**src/rtl/pim_tile_scheduler.sv**
```systemverilog
// Command sequencer for the PIM matrix multiply: walks every (output tile, reduction chunk)
// pair of C = A*B and issues one valid/ready command per pair with unit id and base addresses.
module pim_tile_scheduler #(
  parameter int MATRIX_SIZE       = 4,
  parameter int NUM_PIM_UNITS     = 4,
  parameter int PIM_UNIT_CAPACITY = 2,
  parameter int LEN               = 10,
  localparam int UID_W = (NUM_PIM_UNITS > 1) ? $clog2(NUM_PIM_UNITS) : 1
) (
  input  logic             clk,
  input  logic             rst_n,
  input  logic             start,
  input  logic             mode,
  input  logic             abort,
  input  logic [LEN-1:0]   a_base,
  input  logic [LEN-1:0]   b_base,
  input  logic [LEN-1:0]   c_base,
  output logic             cmd_valid,
  input  logic             cmd_ready,
  output logic [UID_W-1:0] cmd_unit,
  output logic [LEN-1:0]   cmd_a_addr,
  output logic [LEN-1:0]   cmd_b_addr,
  output logic [LEN-1:0]   cmd_c_addr,
  output logic             cmd_first_k,
  output logic             cmd_last_k,
  output logic             busy,
  output logic             done
);

  function automatic int isqrt(input int v);
    int r;
    r = 0;
    for (int i = 1; i <= v; i++) begin
      if (i * i <= v) r = i;
    end
    return r;
  endfunction

  localparam int GRID    = isqrt(NUM_PIM_UNITS);
  localparam int CHUNK   = (GRID > 0) ? MATRIX_SIZE / GRID : 0;
  localparam int K_STEPS = (PIM_UNIT_CAPACITY > 0) ? MATRIX_SIZE / PIM_UNIT_CAPACITY : 0;
  localparam int TW      = (GRID > 1) ? $clog2(GRID) : 1;
  localparam int KW      = (K_STEPS > 1) ? $clog2(K_STEPS) : 1;

  generate
    if (NUM_PIM_UNITS < 1 || GRID * GRID != NUM_PIM_UNITS || MATRIX_SIZE < 1 ||
        GRID > MATRIX_SIZE || ((GRID > 0) ? (MATRIX_SIZE % GRID) : 1) != 0 ||
        PIM_UNIT_CAPACITY < 1 ||
        ((PIM_UNIT_CAPACITY > 0) ? (MATRIX_SIZE % PIM_UNIT_CAPACITY) : 1) != 0 ||
        LEN < 1) begin : g_bad_params
      $error("pim_tile_scheduler: illegal parameter combination");
    end
  endgenerate

  typedef enum logic [1:0] {IDLE, ISSUE, DONE} state_e;

  state_e          state_q, state_d;
  logic [TW-1:0]   ti_q, ti_d, tj_q, tj_d;
  logic [KW-1:0]   k_q, k_d;
  logic            mode_q, mode_d;
  logic [LEN-1:0]  a_q, a_d, b_q, b_d, c_q, c_d;

  logic last_ti, last_tj, last_k;
  assign last_ti = (ti_q == TW'(GRID - 1));
  assign last_tj = (tj_q == TW'(GRID - 1));
  assign last_k  = (k_q == KW'(K_STEPS - 1));

  always_ff @(posedge clk or negedge rst_n) begin
    if (!rst_n) begin
      state_q <= IDLE;
      ti_q    <= '0;
      tj_q    <= '0;
      k_q     <= '0;
      mode_q  <= 1'b0;
      a_q     <= '0;
      b_q     <= '0;
      c_q     <= '0;
    end else begin
      state_q <= state_d;
      ti_q    <= ti_d;
      tj_q    <= tj_d;
      k_q     <= k_d;
      mode_q  <= mode_d;
      a_q     <= a_d;
      b_q     <= b_d;
      c_q     <= c_d;
    end
  end

  // mode 0 nests ti/tj/k (k fastest); mode 1 nests k/ti/tj (tj fastest)
  always_comb begin
    state_d = state_q;
    ti_d    = ti_q;
    tj_d    = tj_q;
    k_d     = k_q;
    mode_d  = mode_q;
    a_d     = a_q;
    b_d     = b_q;
    c_d     = c_q;
    case (state_q)
      IDLE: begin
        if (start && !abort) begin
          state_d = ISSUE;
          mode_d  = mode;
          a_d     = a_base;
          b_d     = b_base;
          c_d     = c_base;
          ti_d    = '0;
          tj_d    = '0;
          k_d     = '0;
        end
      end
      ISSUE: begin
        if (cmd_ready) begin
          if (last_ti && last_tj && last_k) begin
            state_d = DONE;
          end else if (!mode_q) begin
            if (!last_k) begin
              k_d = k_q + KW'(1);
            end else begin
              k_d = '0;
              if (!last_tj) begin
                tj_d = tj_q + TW'(1);
              end else begin
                tj_d = '0;
                ti_d = ti_q + TW'(1);
              end
            end
          end else begin
            if (!last_tj) begin
              tj_d = tj_q + TW'(1);
            end else begin
              tj_d = '0;
              if (!last_ti) begin
                ti_d = ti_q + TW'(1);
              end else begin
                ti_d = '0;
                k_d  = k_q + KW'(1);
              end
            end
          end
        end
      end
      DONE:    state_d = IDLE;
      default: state_d = IDLE;
    endcase
    if (abort) state_d = IDLE;
  end

  assign cmd_valid = (state_q == ISSUE);
  assign busy      = (state_q != IDLE);
  assign done      = (state_q == DONE);

  // Fields are forced to zero outside ISSUE so idle/reset outputs read as all-zero
  assign cmd_unit    = cmd_valid ? (UID_W'(ti_q) * UID_W'(GRID) + UID_W'(tj_q)) : '0;
  assign cmd_a_addr  = cmd_valid ? (a_q + LEN'(ti_q) * LEN'(CHUNK * MATRIX_SIZE)
                                       + LEN'(k_q) * LEN'(PIM_UNIT_CAPACITY)) : '0;
  assign cmd_b_addr  = cmd_valid ? (b_q + LEN'(k_q) * LEN'(PIM_UNIT_CAPACITY * MATRIX_SIZE)
                                       + LEN'(tj_q) * LEN'(CHUNK)) : '0;
  assign cmd_c_addr  = cmd_valid ? (c_q + LEN'(ti_q) * LEN'(CHUNK * MATRIX_SIZE)
                                       + LEN'(tj_q) * LEN'(CHUNK)) : '0;
  assign cmd_first_k = cmd_valid && (k_q == '0);
  assign cmd_last_k  = cmd_valid && last_k;

endmodule

```
**config.mk**
```make
export PLATFORM = sky130hd
export DESIGN_NAME = pim_tile_scheduler
export DESIGN_NICKNAME = d
export VERILOG_FILES = /design/src/rtl/pim_tile_scheduler.sv
export SDC_FILE = /design/constraint.sdc
export NUM_CORES = 1
export LEC_CHECK = 0
export CAP_MARGIN = 10
export CORE_AREA = 2 2 86 67
export CTS_BUF_LIST = sky130_fd_sc_hd__clkbuf_4
export CTS_CLUSTER_DIAMETER = 150
export DETAILED_ROUTE_END_ITERATION = 7
export DIE_AREA = 0 0 88 69
export GPL_TIMING_DRIVEN = 0
export PLACE_DENSITY = 0.75
export SETUP_SLACK_MARGIN = 0.05
export SKIP_LAST_GASP = 1
export SLEW_MARGIN = 20
export SYNTH_ARGS = -nofsm -noshare
export SYNTH_HDL_FRONTEND = slang
export SYNTH_SLANG_ARGS = --single-unit
```
**constraint.sdc**
```tcl
create_clock -name clk -period 1.6 [get_ports clk]
set_input_delay 0.24 -clock clk [delete_from_list [all_inputs] [get_ports clk]]
set_output_delay 0.24 -clock clk [all_outputs]
set_load 0.1 [all_outputs]
```
### Word-level counts from Yosys, hierarchy flattened

Index checks and enable logic that the tools add are counted.

* register bits: 36
* bits of input ports: 36
* output and inout port bits: 37
* logic and storage cells: 76

* add/sub/neg operators: 10
* multiplexer cells: 31
* reductions and logical operators: 14
* equal/unequal tests: 12
* bitwise logic cells: 1

Operator list (number)
* 10-bit by 2-bit adder with 10-bit output: 3
* 10-bit by 4-bit adder with 10-bit output: 3
* 10-bit two-way mux: 3
* 1-bit two-way mux: 19
* 3-bit != test (second input constant): 4
* 2-bit two-way mux: 5
* 7-bit AND reduction: 1
* 3-bit by 2-bit != test with 1-bit output (second input constant): 2
* 1-bit case mux with 2 select lines: 3
* 6-bit AND reduction: 1
* 1-bit logical AND: 5
* 5-bit AND reduction: 1
* 2-bit != test (second input constant): 2
* 2-bit case mux with 2 select lines: 1
* 2-bit nonzero test: 2
* 1-bit adder (second input constant): 3
* 3-bit by 1-bit != test with 1-bit output (second input constant): 1
* 3-bit AND reduction: 1
* 2-bit by 1-bit adder with 2-bit output: 1
* 2-bit by 1-bit equality test with 1-bit output (second input constant): 1
* 2-bit equality test (second input constant): 1
* 2-bit zero test: 1
* 2-bit by 1-bit != test with 1-bit output (second input constant): 1
* 2-bit AND reduction: 1
* other kinds (2): 2

### Longest topological paths before layout

Gate-level depths: netlist of the first run.

* word-level depth: 7
* depth in mapped cells: 6
* mapped depth without buffers: 6

### Worst setup path before layout of the first run

Ideal clock, no wire load.

* path kind: flip-flop to output port
* from: register state_q[1]
* to: output port cmd_a_addr[0]
* data required time: 1.360 ns
* buffers on the path: 2
* arrival: 2.618 ns
* slack: -1.258 ns
* stages on the path, launching flop included: 6
* cells stage by stage: dfrtp_1 -> nand2b_1 -> buf_2 -> inv_2 -> clkbuf_1 -> and2_1

* word-level cells in the longest chain between the ends: 2

RTL lines
* start, declared: RTL line 57 `state_e state_q, state_d;`
* start signal, assigned: RTL line 79 `state_q <= state_d;`
* 2-bit by 1-bit equality test with 1-bit output: RTL line 150 `assign cmd_valid = (state_q == ISSUE);`
* named net cmd_valid: RTL line 18 `output logic cmd_valid,`
* 10-bit two-way mux: RTL line 156 `assign cmd_a_addr = cmd_valid ? (a_q + LEN'(ti_q) * LEN'(CHUNK * MATRIX_SIZE)`
* end, declared: RTL line 21 `output logic [LEN-1:0] cmd_a_addr,`

The timed path passes the listed nets, and every way through them passes these cells.

### Final worst setup path of the first run

* from: register tj_q, in the netlist last_tj
* to: output port cmd_b_addr[9]

* word-level cells in the longest chain between the ends: 2

RTL lines
* start, declared: RTL line 58 `logic [TW-1:0] ti_q, ti_d, tj_q, tj_d;`
* start signal, assigned: RTL line 81 `tj_q <= tj_d;`
* 10-bit by 2-bit adder with 10-bit output: RTL line 159 `+ LEN'(tj_q) * LEN'(CHUNK)) : '0;`
* 10-bit two-way mux: RTL line 158 `assign cmd_b_addr = cmd_valid ? (b_q + LEN'(k_q) * LEN'(PIM_UNIT_CAPACITY * MATRIX_SIZE)`
* end, declared: RTL line 22 `output logic [LEN-1:0] cmd_b_addr,`

Every way passes these cells.

==> impl_results.md, run 1 <==
* Outcome: finished with violations
* Failing checks: setup timing
* Detail Route Antenna Nets at 0
* Netlist Area Pre-Place at 2090 µm²
* Die area at between 6000 and 7000 µm²
* Final WL at 8.38 mm
* Row cnt at 23
* Vias at around 2000
* Worst Setup Start Kind: flip-flop
* Synth warn at 0
* Most common cell after layout, fill and taps aside: buf_12
* Clock Sinks at 36
* Fmax at 0.438 GHz
* Synthesis-to-finish area growth at 121%
* Overflow after GRT at 0
* HP Class: in2async
* Worst Setup End Kind: output port
* Synthesized instance count at between 150 and 200
* #FFs+latches synth at 36
* Post-synthesis sequential area ratio at roughly 43%
* CTS root buffer: clkbuf_4
* Yosys cell types at 31
* Final WS setup at -0.683 ns
* Period minus WS final at 2.28 ns
* Commonest non-fill, non-tap cells in the layout: buf_12 (44), clkdlybuf4s50_1 (34), mux2_4 (31), dfrtp_1 (31), nor2_4 (22)
* Drc violations at 0
* Critical register-to-register path startpoint: state_q[0]
* Largest net degree at the start of global routing at 23
* Layout Utilization at ~89%
* TritonCTS clock tree: yes
* Die Y at about 70 µm
* Drt pass-1 iters at 4
* Worst-Margin Slew at 0.396 ns
* CP required at 1.36 ns
* Reg clk slew, reported paths at 0.13 ns
* Filler cell count at around 220
* Post-DP HPWL at 3.82 mm
* Ports at 73
* RSZ-0062 raised after global routing: true
* Die width at 88 µm
* Worst slew margin at roughly three quarters
* I/O Buffers at 72
* Worst skew pair latency at roughly 0.38 ns
* Syn nets at 233
* Placed Instances at between 300 and 400
* Leak at 1.88 nW
* Critical path peak fanout at 3
* N_diodes at 0
* Power Dens Cells at ~1700 nW/µm²
* Wire per inst at 22.0 µm
* Via density at 5.28
* Hold WS at about 0.31 ns
* Maximum vdd drop at roughly 1.2 mV
* Drt first-iter violations at 55
* Core ar. at 5210 µm²
* NumNets Final at 350
* Max clock buf depth at 2
* Final period utilization at 143%
* R2R depth at 8
* First-pass GRT wire length at 12.1 mm
* Starting density of the core at 40.1%
* Maxcap violations at 0
* Initial antenna violation count at 0
* WS Path Type: reg2out
* Syn_area_per_cell at about 11 µm²
* Hold Vio Cnt, Final at 0
* Cts bufs inserted at 5
* Skew final at 0.0120 ns
* Pins Over Slew Limit at 0
* Final Non-Filler Cells at 381
* Gr usage total at 26.7%
* Vias in the first global route at 2252
* CP startpoint: last_tj
* GPL Wtd Cong at 0.763
* Setup Viol. Count Final at 71
* Crit path arrival time at approximately 2.0 ns
* Layout cells sized above 1 at 70.3%
* # H-tree levels at 2
-- sequential cells by signal, summed over array words and instances, names as in the netlist --
register  cells
a_q          10
b_q          10
c_q          10
state_q       2
k_q           1
last_ti       1
last_tj       1
mode_q        1
-- metal layers --
| layer | vias to the layer above | routed length [µm] | global-route usage (%) |
|---|---|---|---|
| met5 | - | 0 | 0 |
| met4 | 0 | 294 | 8.72 |
| met3 | 29 | 504 | 6.71 |
| met2 | 95 | 4380 | 46.0 |
| met1 | 1006 | 3200 | 32.2 |
| li1 | 881 | - | - |
-- synthesized netlist by cell type --
| cell | count | area share, % |
|---|---|---|
| a21o_1 | 1 | 0.36 |
| a21o_4 | 1 | 0.72 |
| a21oi_1 | 7 | 1.7 |
| a31o_2 | 3 | 1.3 |
| a31oi_1 | 1 | 0.30 |
| and2_1 | 12 | 3.6 |
| and2b_1 | 1 | 0.36 |
| and3_1 | 3 | 0.90 |
| and4b_1 | 1 | 0.48 |
| buf_2 | 1 | 0.24 |
| buf_6 | 3 | 1.6 |
| clkbuf_1 | 3 | 0.54 |
| dfrtp_1 | 36 | 43 |
| ha_1 | 9 | 5.4 |
| inv_2 | 1 | 0.18 |
| mux2_1 | 2 | 1.1 |
| mux2_2 | 29 | 16 |
| nand2_1 | 2 | 0.36 |
| nand2b_1 | 1 | 0.30 |
| nand3_1 | 6 | 1.4 |
| nand4_1 | 1 | 0.30 |
| nand4b_1 | 6 | 2.5 |
| nor2_1 | 24 | 4.3 |
| nor2b_1 | 5 | 1.5 |
| nor3_1 | 3 | 0.72 |
| nor3b_1 | 1 | 0.36 |
| nor4b_4 | 1 | 1.1 |
| o21ai_0 | 1 | 0.24 |
| or2_2 | 2 | 0.60 |
| xnor2_1 | 9 | 3.8 |
| xor2_1 | 12 | 5.0 |
-- layout make-up --
cell class | instances | area, µm² | share of cell area (%)
repair buffers | 110 | 1500 | 32.3
clock buffers | 6 | 45.0 | 0.974
well taps | 75 | 93.8 | 2.03
clock inverters | 2 | 35.0 | 0.758
inverters | 1 | 16.3 | 0.352
multi-input cells | 144 | 1890 | 40.8
plain buffers | 7 | 145 | 3.14
flip-flops and latches | 36 | 907 | 19.6
-- metrics by stage --
stage / setup TNS (ns) / total power, mW / instance area [µm²] / setup slack (ns)
2_1_floorplan: -6.10 / 4.32 / 2500 / -0.345
3_3_place_gp: -72.96 / 4.99 / 3310 / -1.25
3_5_place_dp: -53.12 / 5.05 / 3340 / -1.25
4_1_cts: -18.55 / 7.02 / 4390 / -0.609
5_1_grt: -23.40 / 7.97 / 4620 / -0.749
6_report: -19.41 / 7.71 / 4620 / -0.683
-- power by group --
part | internal [mW] | switching [mW] | leakage, nW
Clock | 0.344 | 0.352 | 0.0456
Sequential | 1.15 | 0.386 | 0.421
Combinational | 2.53 | 2.94 | 1.41
Total | 4.02 | 3.68 | 1.88
-- final timing paths --
| check | to | slack [ns] |
|---|---|---|
| setup / recovery | cmd_b_addr[9] | -0.68 |
| hold / removal | c_q[7] | 0.31 |
| setup reg to reg | last_ti | -0.20 |
| hold reg to reg | b_q[0] | 0.53 |
| max in group asynchronous | k_q | 0.84 |
| min in group clk | c_q[4] | 0.47 |
-- cell families (layout without fill, tap and decap cells) --
family	after synthesis	in the layout	share of synthesized area [%]
multiplexers	31	31	16.7
XOR/XNOR	21	21	8.80
adder cells (fa/ha/maj)	9	9	5.39
AO/OA/AOI/OAI	14	14	4.55
buffers and inverters	8	126	2.57
AND/OR/NAND/NOR	69	69	18.9
flip-flops	36	36	43.1
-- worst max-delay path, stage by stage, from the launching register on --
cell and delay, ns:
dfrtp_2 0.48, ha_4 0.19, ha_4 0.17, a21oi_4 0.18, nand4b_1 0.20, xor2_2 0.20
nor2_4 0.07, buf_12 0.16
-- timing repair --
item | CTS | global route
endpoints found under the setup margin | 72 | 72
gates resized for setup | 397 | 38
cloned | 3 | 1
buffers inserted | 20 | 16
endpoints found under the hold margin | 14 | 0
hold buffers | 1 | 0
pin swaps | 23 | 25
Power figures use the tool's default switching activity.
==> run 2, diff against run 1 <==
Settings changed: PLACE_DENSITY 0.75 to 0.72.
Clock period 1.6 ns to 2.45 ns, I/O delays scaled along.
==> run 2 against run 1 <==
The flow now finishes without violations. Via count fell by 16%. Core utilization decreased by 28 points. Count of clock-buffer cells in the layout shrank 1. Sequential share of layout area grew 9.1 points. Die area unchanged. Sequential power shrank 41%. First-iteration DRC count shrank 47%. Flip-flop and latch count did not move. Critical path type unchanged. Critical endpoint unchanged. Largest cell class unchanged.
==> impl_results.md, run 2 (synthesis results as in run 1) <==
* Largest net degree at the start of global routing at 21 (-8.7%)
* Power Dens Cells at 1070 nW/µm² (-36%)
* Core ar. at 5210 µm² (unchanged)
* Outcome: complete, no violations
* Crit-path max cell delay at 0.44 ns (-0.04 ns)
* Gr usage total at 16.7% (-10 points)
* Biggest regs: a_q x10, b_q x10, c_q x10
* Sw Pwr at 1.78 mW (-52%)
* Via density at 4.85 (-8.2%)
* CP startpoint: k_q
* Overflow after GRT at 0 (unchanged)
* Die Y at 69 µm (unchanged)
* CP required at 2.08 ns (+0.72 ns)
* Most common cell after layout, fill and taps aside: clkdlybuf4s50_1
* Maximum vdd drop at 0.548 mV (-53%)
* CTS root buffer: clkbuf_4
* Clock Sinks at 36 (unchanged)
* Reg clk slew, reported paths at 0.11 ns (-0.02 ns)
* Ports at 73 (unchanged)
* Starting density of the core at 40.1% (unchanged)
* Worst slew margin at 36.5% (-37 points)
* Drc violations at 0 (unchanged)
* Synthesis-to-finish area growth at 50.7%
* RSZ-0062 raised after global routing: true
* Cts bufs inserted at 5 (unchanged)
* Commonest non-fill, non-tap cells in the layout: clkdlybuf4s50_1 (34), dfrtp_1 (33), mux2_2 (29)
* Critical register-to-register path startpoint: state_q[0]
* Dpl ws at -0.568 ns (+0.680 ns)
* Drt first-iter violations at 29 (-47%)
* Final period utilization at 95.7%
* Crit path buf inv count at 1 (unchanged)
* Initial antenna violation count at 0 (unchanged)
* TritonCTS clock tree: yes
* Worst Setup Start Kind: flip-flop
* Setup Viol. Count Final at 0 (-100%)
* Cells along the critical path: ha_2, a21oi_4, nand4b_1, xor2_1, nor2_2, buf_12
* Vias at 1682 (-16%)
* Post-DP HPWL at 3.66 mm (-4.2%)
* Final TNS setup at 0 ns (+19.41 ns)
* Worst skew pair latency at 0.33 ns (-0.05 ns)
* Maxcap violations at 0 (unchanged)
* Clock Power Share at 8.7% (-0.3 points)
* First-pass GRT wire length at 7.89 mm (-35%)
* HP Class: in2async
* NumNets Final at 317 (-9.4%)
* GPL Wtd Cong at 0.779 (+2.1%)
* WS Path Type: reg2out
* Pins Over Slew Limit at 0 (unchanged)
* CP top delay family: flip-flops
* Fmax at 0.427 GHz
* Row cnt at 23 (unchanged)
* Final WL at 4.91 mm (-41%)
* Worst Setup End Kind: output port
* Critical path peak fanout at 3 (unchanged)
* # H-tree levels at 2 (unchanged)
* Layout cells sized above 1 at 45.2% (-25 points)
* I/O Buffers at 72 (unchanged)
* Flop pwr share at 27.0% (+7.1 points)
* Die width at 88 µm (unchanged)
* Final WS setup at 0.105 ns (+0.788 ns)
* Max clock buf depth at 2 (unchanged)
* Die area at 6070 µm² (unchanged)
* Wire per inst at 14.1 µm (-36%)
* Int Pwr at 1.59 mW (-61%)
* Worst-Margin Slew at 0.956 ns (+0.560 ns)
* Vias in the first global route at 1666 (-26%)
* Detail Route Antenna Nets at 0 (unchanged)
* CP max stage cell: dfrtp_2
* Sw Share at 52.9% (+5.1 points)
* N_diodes at 0 (unchanged)
* Leak at 1.32 nW (-30%)
* Drt pass-1 iters at 4 (unchanged)
* Skew final at 0.0122 ns (+0.000158 ns)
* Hold Vio Cnt, Final at 0 (unchanged)
* Crit path arrival time at 1.98 ns (-0.06 ns)
* Period minus WS final at 2.34 ns
* Comb power frac at 64.3% (-6.7 points)
* Hold WS at 0.490 ns (+0.178 ns)
* Total power at 3.37 mW (-56%)
run 2: cell count changes in the layout (fill, tap and decap cells not counted), sizes merged:
cell	before	now
dlygate4sd2	0	2
clkdlybuf4s15	0	3
inv	0	1
buf	80	38
bufinv	1	0
clkbuf	8	11
run 2: power by group through the flow:
| stage | Clock (mW) | Combinational [mW] | Sequential [mW] |
|---|---|---|---|
| 6_report | 0.292 | 2.17 | 0.910 |
| 5_1_grt | 0.337 | 2.29 | 0.937 |
| 4_1_cts | 0.301 | 2.03 | 0.905 |
| 3_5_place_dp | 0 | 2.02 | 0.938 |
| 3_3_place_gp | 0 | 2.00 | 0.930 |
| 2_1_floorplan | 0 | 1.61 | 0.882 |
run 2: timing repair:
action,in CTS,in global routing
resized for setup,206,41
setup endpoints to repair,37,28
pin swaps,0,4
hold buffers,1,0
hold endpoints to repair,16,0
setup buffers,2,1
run 2: worst register-to-register path: cells and delay by family, from the launching register on:
family                 cells  cell delay (ns)
flip-flops                 1             0.45
AND/OR/NAND/NOR            1             0.66
multiplexers               1             0.35
buffers and inverters      1             0.25
run 2: final timing paths:
kind / to / slack, ns / cells past startpoint
worst max-delay path: cmd_b_addr[9] / 0.11 / 6
worst min-delay path: a_q[0] / 0.49 / 2
worst max register to register: b_q[3] / 0.64 / 3
worst min register to register: a_q[0] / 0.51 / 1
max in group asynchronous: last_ti / 1.49 / 3
min in group clk: a_q[0] / 0.51 / 1
run 2: area by class of cell:
class	instances	area, µm²
clock buffers	5	37.5
well taps	75	93.8
inverters	1	3.75
flip-flops and latches	36	905
repair buffers	77	823
multi-input cells	144	1220
clock inverters	2	7.51
fillers	455	2060
plain buffers	7	53.8
run 2: metal layers:
layer,share of wire (%),GRT usage (%)
met5,0,0
met4,0.75,3.59
met3,6.2,4.67
met2,48,26.6
met1,45,22.5
run 2: per-stage QoR:
step	cells	cell area (µm²)	util (%)
2_1_floorplan	188	2150	-
3_3_place_gp	335	2960	56.8
3_5_place_dp	336	2980	57.3
4_1_cts	346	2980	57.2
5_1_grt	347	3150	60.4
6_report	347	3150	60.4
==> run 3, diff against run 2 <==
Settings changed: CTS_CLUSTER_DIAMETER 150 to 80.
==> results of run 3 <==
Same layout as run 2: the final DEF is identical, and so are final timing and power.
